### config.mk
export PLATFORM = sky130hd
export DESIGN_NAME = rec_play_ctrl
export DESIGN_NICKNAME = d
export VERILOG_FILES = /design/src/rtl/rec_play_ctrl.sv
export SDC_FILE = /design/constraint.sdc
export NUM_CORES = 1
export LEC_CHECK = 0
export BUFFER_PORTS_ARGS = -buffer_cell sky130_fd_sc_hd__buf_2
export CAP_MARGIN = 10
export CORE_MARGIN = 2
export CORE_UTILIZATION = 55
export DETAILED_ROUTE_END_ITERATION = 7
export PLACE_DENSITY = 0.73
export SYNTH_ARGS = -nofsm -noshare
export SYNTH_HDL_FRONTEND = slang
export SYNTH_SLANG_ARGS = --single-unit
### constraint.sdc
create_clock -name clk -period 5.8 [get_ports clk]
set_input_delay 0 -clock clk [delete_from_list [all_inputs] [get_ports clk]]
set_output_delay 0 -clock clk [all_outputs]
set_load 0.005 [all_outputs]
### src/rtl/rec_play_ctrl.sv
// Record-then-play sequencer: key debounce, DDR FIFO load pulses, word counting.
// Optional: define LOOP_PLAY_EN to repeat playback until a press or DDR loss.
module rec_play_ctrl #(
  parameter int DEB_CYCLES = 1000000,
  parameter int LOAD_CYC   = 16,
  parameter int MAX_WORDS  = 480000,
  parameter int CNT_W      = 24
) (
  input  logic             clk,
  input  logic             rst_n,
  input  logic             key1,
  input  logic             ddr_init_done,
  input  logic             sys_we,
  input  logic             sys_rd,
  output logic             record_en,
  output logic             play_en,
  output logic             wr_load,
  output logic             rd_load,
  output logic [CNT_W-1:0] rec_words,
  output logic             busy
);

  localparam int DW = $clog2(DEB_CYCLES + 1);
  localparam int LW = $clog2(LOAD_CYC + 1);
  localparam logic [DW-1:0] LP_DEB_LAST = DW'(DEB_CYCLES - 1);
  localparam logic [LW-1:0] LP_LOAD_LAST = LW'(LOAD_CYC - 1);
  localparam logic [CNT_W-1:0] LP_MAX = CNT_W'(MAX_WORDS);

  typedef enum logic [2:0] {
    S_WAIT_INIT,
    S_IDLE,
    S_REC_LOAD,
    S_RECORD,
    S_PLAY_LOAD,
    S_PLAY
  } state_t;

  state_t r_state;
  state_t w_state_nxt;

  logic             r_key_s1;
  logic             r_key_s2;
  logic             r_key_db;
  logic             r_key_db_d;
  logic [DW-1:0]    r_deb_cnt;
  logic [LW-1:0]    r_load_cnt;
  logic [CNT_W-1:0] r_wcnt;
  logic [CNT_W-1:0] r_pcnt;
  logic [CNT_W-1:0] r_rec_words;
  logic             r_record_en;
  logic             r_play_en;
  logic             r_wr_load;
  logic             r_rd_load;
  logic             r_busy;

  logic             w_press;
  logic             w_release;
  logic             w_load_done;
  logic [CNT_W-1:0] w_wcnt_nxt;
  logic [CNT_W-1:0] w_pcnt_nxt;
  logic             w_rec_exit;
  logic             w_play_done;

  // Debounced level only moves after DEB_CYCLES straight cycles of disagreement
  always_ff @(posedge clk) begin
    if (!rst_n) begin
      r_key_s1   <= 1'b1;
      r_key_s2   <= 1'b1;
      r_key_db   <= 1'b1;
      r_key_db_d <= 1'b1;
      r_deb_cnt  <= '0;
    end else begin
      r_key_s1   <= key1;
      r_key_s2   <= r_key_s1;
      r_key_db_d <= r_key_db;
      if (r_key_s2 == r_key_db) begin
        r_deb_cnt <= '0;
      end else if (r_deb_cnt == LP_DEB_LAST) begin
        r_key_db  <= r_key_s2;
        r_deb_cnt <= '0;
      end else begin
        r_deb_cnt <= r_deb_cnt + DW'(1);
      end
    end
  end

  assign w_press     = r_key_db_d & ~r_key_db;
  assign w_release   = ~r_key_db_d & r_key_db;
  assign w_load_done = (r_load_cnt == LP_LOAD_LAST);
  assign w_wcnt_nxt  = (sys_we && r_wcnt != LP_MAX) ?
                       r_wcnt + CNT_W'(1) : r_wcnt;
  assign w_pcnt_nxt  = sys_rd ? r_pcnt + CNT_W'(1) : r_pcnt;
  assign w_rec_exit  = w_release || (w_wcnt_nxt == LP_MAX);
  assign w_play_done = (w_pcnt_nxt == r_rec_words);

  always_ff @(posedge clk) begin
    if (!rst_n) r_state <= S_WAIT_INIT;
    else        r_state <= w_state_nxt;
  end

  always_comb begin
    w_state_nxt = r_state;
    if (!ddr_init_done) begin
      w_state_nxt = S_WAIT_INIT;
    end else begin
      case (r_state)
        S_WAIT_INIT: w_state_nxt = S_IDLE;
        S_IDLE:
          if (w_press) w_state_nxt = S_REC_LOAD;
        S_REC_LOAD:
          if (w_load_done) w_state_nxt = S_RECORD;
        S_RECORD:
          if (w_rec_exit)
            w_state_nxt = (w_wcnt_nxt == '0) ? S_IDLE : S_PLAY_LOAD;
        S_PLAY_LOAD:
          if (w_load_done) w_state_nxt = S_PLAY;
        S_PLAY: begin
          if (w_press) begin
            w_state_nxt = S_REC_LOAD;
          end else if (w_play_done) begin
`ifdef LOOP_PLAY_EN
            w_state_nxt = S_PLAY_LOAD;
`else
            w_state_nxt = S_IDLE;
`endif
          end
        end
        default: w_state_nxt = S_WAIT_INIT;
      endcase
    end
  end

  // Load pulse timer runs only while sitting in a load state
  always_ff @(posedge clk) begin
    if (!rst_n) begin
      r_load_cnt  <= '0;
      r_wcnt      <= '0;
      r_pcnt      <= '0;
      r_rec_words <= '0;
    end else begin
      if (r_state == S_REC_LOAD || r_state == S_PLAY_LOAD)
        r_load_cnt <= r_load_cnt + LW'(1);
      else
        r_load_cnt <= '0;
      if (r_state == S_REC_LOAD)   r_wcnt <= '0;
      else if (r_state == S_RECORD) r_wcnt <= w_wcnt_nxt;
      if (r_state == S_PLAY_LOAD)  r_pcnt <= '0;
      else if (r_state == S_PLAY)   r_pcnt <= w_pcnt_nxt;
      if (r_state == S_RECORD && w_rec_exit && ddr_init_done)
        r_rec_words <= w_wcnt_nxt;
    end
  end

  always_ff @(posedge clk) begin
    if (!rst_n) begin
      r_record_en <= 1'b0;
      r_play_en   <= 1'b0;
      r_wr_load   <= 1'b0;
      r_rd_load   <= 1'b0;
      r_busy      <= 1'b0;
    end else begin
      r_record_en <= (w_state_nxt == S_RECORD);
      r_play_en   <= (w_state_nxt == S_PLAY);
      r_wr_load   <= (w_state_nxt == S_REC_LOAD);
      r_rd_load   <= (w_state_nxt == S_PLAY_LOAD);
      r_busy      <= !(w_state_nxt == S_IDLE ||
                       w_state_nxt == S_WAIT_INIT);
    end
  end

  assign record_en = r_record_en;
  assign play_en   = r_play_en;
  assign wr_load   = r_wr_load;
  assign rd_load   = r_rd_load;
  assign rec_words = r_rec_words;
  assign busy      = r_busy;

endmodule

Word-level counts from Yosys, hierarchy flattened

Cells that the tools add are included.

Logic and storage cells: 67
Register bits: 109
Output and inout bits: 29
Input port bits: 6

Muxes and demuxes: 11
Reductions and logical operators: 15
Bitwise logic cells: 6
Add/sub/neg operators: 4
Equal/unequal tests: 16

Operators with widths:

| operator              | count |
|---|---|
| $add 24x1->24 const B | 2 |
| $mux 24               | 2 |
| $eq 24x19->1 const B  | 1 |
| $eq 24x24->1          | 1 |
| $logic_not 24->1      | 1 |
| $mux 3                | 8 |
| $ne 24x19->1 const B  | 1 |
| $add 20x1->20 const B | 1 |
| $eq 20x20->1 const B  | 1 |
| $pmux 3 s6            | 1 |
| $eq 3x2->1 const B    | 4 |
| $eq 3x3->1 const B    | 4 |
| $eq 3x1->1 const B    | 2 |
| $logic_not 3->1       | 2 |
| $add 5x1->5 const B   | 1 |
| $eq 5x4->1 const B    | 1 |
| $not 1->1             | 4 |
| $reduce_and 2->1      | 2 |
| $reduce_or 2->1       | 2 |
| $logic_and 1x1->1     | 3 |
| $logic_or 1x1->1      | 3 |
| $reduce_or 3->1       | 1 |
| $and 1x1->1           | 2 |
| $eq 1x1->1            | 1 |
| $logic_not 1->1       | 1 |

Depth between registers and ports, before layout

Word-level depth: 11
Mapped depth: 12
Gate-level depth less buffers: 10

Worst setup path before layout

OpenSTA, ideal clock, no wires.

Kind: reg-to-reg
Start: register r_wcnt[0]
End: register r_rec_words[17], in the netlist rec_words[17]
Required time: 5.678 ns
Slack: 3.135 ns
Cell stages (with the launch flop): 11
Data arrival time: 2.543 ns
Library setup time: 0.122 ns
Path through: dfxtp_1 ha_1 nand4_4 or4_1 a211oi_1 a21oi_1 nor4_4 a32o_2 nand3_4 buf_6 mux2i_1

Cells in the longest elaborated chain, start to end: 7

RTL lines:

| element                                                               | line | text |
|---|---|---|
| start, declared                                                       | 47   | `logic [CNT_W-1:0] r_wcnt;` |
| start signal, assigned                                                | 146  | `else if (r_state == S_RECORD) r_wcnt <= w_wcnt_nxt;` |
| parallel branches: the longest is 2 deep, another holds $add 24x1->24 | -    |  |
| $mux 24 *                                                             | 90   | `assign w_wcnt_nxt = (sys_we && r_wcnt != LP_MAX) ?` |
| $eq 24x19->1                                                          | 93   | `assign w_rec_exit = w_release \|\| (w_wcnt_nxt == LP_MAX);` |
| $logic_or 1x1->1                                                      | 93   |  |
| $logic_and 1x1->1 (2 in a row)                                        | 149  | `if (r_state == S_RECORD && w_rec_exit && ddr_init_done)` |
| end signal, assigned                                                  | 150  | `r_rec_words <= w_wcnt_nxt;` |
| end, declared                                                         | 49   | `logic [CNT_W-1:0] r_rec_words;` |

Every way passes the cells marked *.
A chain may end at the register's enable or synchronous reset.

Final worst setup path

Start: register r_wcnt[0]
End: register r_rec_words[21], in the netlist rec_words[21]

Same word-level chain as after synthesis.

==> impl_metrics.yaml <==
min_path:
  hold_path_end: "r_state[0]"
  hold_depth: 4
  hp-class: "in2reg"
  worstHoldStart: "ddr_init_done"
timing:
  rsz0062_at_grt: "no"
  fin_crit_sh_pct: 59.3
  fin_hold_ws_ns: 0.0634
  drv_slew: 0
  min_period_ns: 3.44
  setup_tns_ns: 0
  worst_pin_slew_ns: 0.839
  hold_viol_final: 0
  setup_violations: 0
  finalClockSkew_ns: 0.0114
  relSlewSlack_pct: 43.6
  setup_ws_ns: 2.36
  fmax_ghz: 0.291
critical_path:
  arrival_ns: 3.72
  reg2reg_to: "rec_words[21]"
  reg2reg_depth: 9
  slowest_delay_ns: 0.55
  cp_num_buf_inv: 0
  cp_slowest_cell: "dfxtp_1"
  start_kind: "register"
  cp-end-kind: "register"
  crit_fanout: 24
  rrSetupSlack_ns: 2.36
  path_delay_family: "simple AND/OR/NAND/NOR gates"
  setup.worst_path.class: "reg2reg"
  required_ns: 6.08
  r2r-start: "r_wcnt[0]"
  worstPathCellList: "ha_1 > nand4_4 > or4_1 > a211oi_1 > a21oi_1 > nor4_4 > a32o_2 > nand3_4 > mux2i_1"
die:
  core_region_area_sq_um: 11300
  rows: 39
  die_h_microns: 111
  die_x_microns: 111
  start_util_pct: 55.8
  die_area_sq_um: 12400
  io_pins: 35
final_layout:
  instances_no_fill: 939
  area_growth_pct: 7.63
  layout_commonest_cell: "nand2_1"
  diodes: 0
  drive_gt1_share_pct: 8.67
  fillers: 1020
  seq_area_sq_um: 2180
  final_cell_mix: "nand2_1, dfxtp_1, nor2_1, xnor2_1, xor2_1"
  multiInputGateArea_sq_um: 3870
  nets: 803
  fin_area_sq_um: 6800
routing:
  num_vias: 5505
  dr.pass1.iters: 5
  drc: 0
  routed_wl_microns: 14800
  vias_per_cell: 5.86
  antenna_left: 0
  first_iter_violations: 505
  routedWlPerCell_microns: 15.8
place:
  dp_cells: 921
  hpwl_microns: 10500
  io_buffer_count: 34
  dp_slack_ns: 2.41
  gp_congestion: 0.909
  postPlaceCellArea_sq_um: 6470
global_route:
  grt_pass1_wl_microns: 24900
  grt_usage_pct: 24.2
  grt_max_degree: 81
  antenna_found_initial: 0
  first_global_vias: 4943
  grt-ovfl-total: 0
clock_tree:
  numCtsBuffers: 9
  cts_setup_buffers: 0
  insertion_delay_ns: 0.36
  path_clk_slew_ns: 0.08
  clockBufferDepth: 2
  cts_tree: "built"
  htreeDepth: 3
  cts_root_buf: "clkbuf_16"
  clock-sinks: 109
logic_synthesis:
  synth_seq_area_share_pct: 34.5
  synth-seq-cells: 109
  synth_edf_count: 0
  syn_area_per_cell_sq_um: 8.00
  synth_area_sq_um: 6320
  synthFlopType: "dfxtp_1"
  syn_nets: 802
  async_reset_ff_share_pct: 0
  syn_inst: 790
  ys_warn_count: 0
  yosysUniqueCellTypes: 59
pwr:
  power_density_nw_per_um2: 209
  vdd_ir_drop_max_mv: 0.185
  p_leak_nw: 2.54
run:
  max-cap-violations: 0
run_status:
  status: "completed"
[registers in the layout, indices dropped and copies added, names as in the netlist]
signal and cells:
busy 1, play_en 1, r_deb_cnt 20, r_key_db 1, r_key_db_d 1, r_key_s1 1, r_key_s2 1, r_load_cnt 5
r_pcnt 24, r_state 3, r_wcnt 24, rd_load 1, rec_words 24, record_en 1, wr_load 1
[synth_stat cells (2+ instances only)]
library cell	count	area, sq um
buf_4	3	22.5
nand2b_1	6	37.5
mux2_2	3	33.8
nor2_1	61	229
nor3b_1	3	22.5
nand4b_1	3	26.3
o21a_1	6	45.0
buf_6	2	22.5
dfxtp_1	109	2180
ha_1	6	75.1
and3_1	10	62.6
nor3_1	26	130
nor4_2	2	25.0
xor2_1	45	394
clkbuf_1	34	128
or4_1	3	22.5
nor4_1	15	93.8
inv_1	10	37.5
nor4b_1	4	35.0
a211oi_1	3	22.5
and4_1	14	123
o21ai_0	20	100
nand4_1	26	163
nor2b_1	30	188
o31ai_1	6	45.0
mux2i_1	27	270
nand3b_1	4	30.0
a31oi_1	5	31.3
o22ai_1	2	12.5
a21o_1	2	15.0
a22o_1	2	17.5
nand3_1	26	130
a21oi_1	35	175
and2_1	10	62.6
nand2_1	126	473
a22oi_1	7	52.6
xnor2_1	51	447
or3_1	10	62.6
buf_2	10	50.1
or2_2	4	25.0
[per-stage QoR]
stage	power [W]	utilization, %
floorplan	0.000789	-
global placement	0.000797	57.1
detailed placement	0.000798	57.1
CTS	0.00144	60.0
global route	0.00147	60.0
finish	0.00142	60.0
[report_power, final]
part           internal, W  switching [W]  leakage, nW
registers         0.000749    0.000000568        0.878
clock network     0.000344       0.000297        0.150
logic           0.00000957      0.0000223         1.52
total              0.00110       0.000320         2.54
[cell type report]
type / instances / area share (%)
multi-input combinational: 621 / 56.9
sequential: 109 / 32.1
clock buffer: 10 / 3.37
timing repair buffer: 40 / 3.24
tap: 143 / 2.63
clock inverter: 6 / 1.20
inverter: 10 / 0.552
[worst reg2reg max path, stage by stage, from the launching register on]
cell	delay (ns)
dfxtp_1	0.55
ha_1	0.39
nand4_4	0.22
or4_1	0.52
a211oi_1	0.26
a21oi_1	0.11
nor4_4	0.34
a32o_2	0.29
nand3_4	0.37
mux2i_1	0.31
[cells by family after synthesis]
kind of cell | Yosys count | share of synthesized area (%)
XOR/XNOR | 96 | 13.3
adder cells (fa/ha/maj) | 6 | 1.19
flip-flops | 109 | 34.5
buffers and inverters | 60 | 4.20
AO/OA/AOI/OAI | 100 | 9.79
multiplexers | 30 | 4.81
AND/OR/NAND/NOR | 389 | 32.2
[worst max path at each step]
| stage | start | endpoint | slack [ns] | cells past startpoint |
|---|---|---|---|---|
| 2_1_floorplan | r_wcnt[0] | rec_words[17] | 3.14 | 10 |
| 3_3_place_gp | r_wcnt[0] | rec_words[0] | 2.53 | 9 |
| 3_5_place_dp | r_wcnt[0] | rec_words[21] | 2.41 | 9 |
| 4_1_cts | r_wcnt[0] | rec_words[21] | 2.40 | 9 |
| 5_1_grt | r_wcnt[0] | rec_words[21] | 2.11 | 9 |
| 6_report | r_wcnt[0] | rec_words[21] | 2.36 | 9 |
[repair_timing]
action | 4_1_cts | 5_1_grt
endpoints found under the hold margin | 2 | 0
resized for setup | 0 | 0
hold buffers | 2 | 0
[routing by layer]
metal | wire length (microns) | share of wire [%] | global-route usage (%) | vias to the layer above
li1 | - | - | - | 2746
met1 | 7250 | 49 | 34.3 | 2582
met2 | 6550 | 44 | 37.4 | 147
met3 | 693 | 4.7 | 4.98 | 30
met4 | 300 | 2.0 | 7.41 | 0
met5 | 0 | 0 | 0 | -
Power figures use the tool's default switching activity.
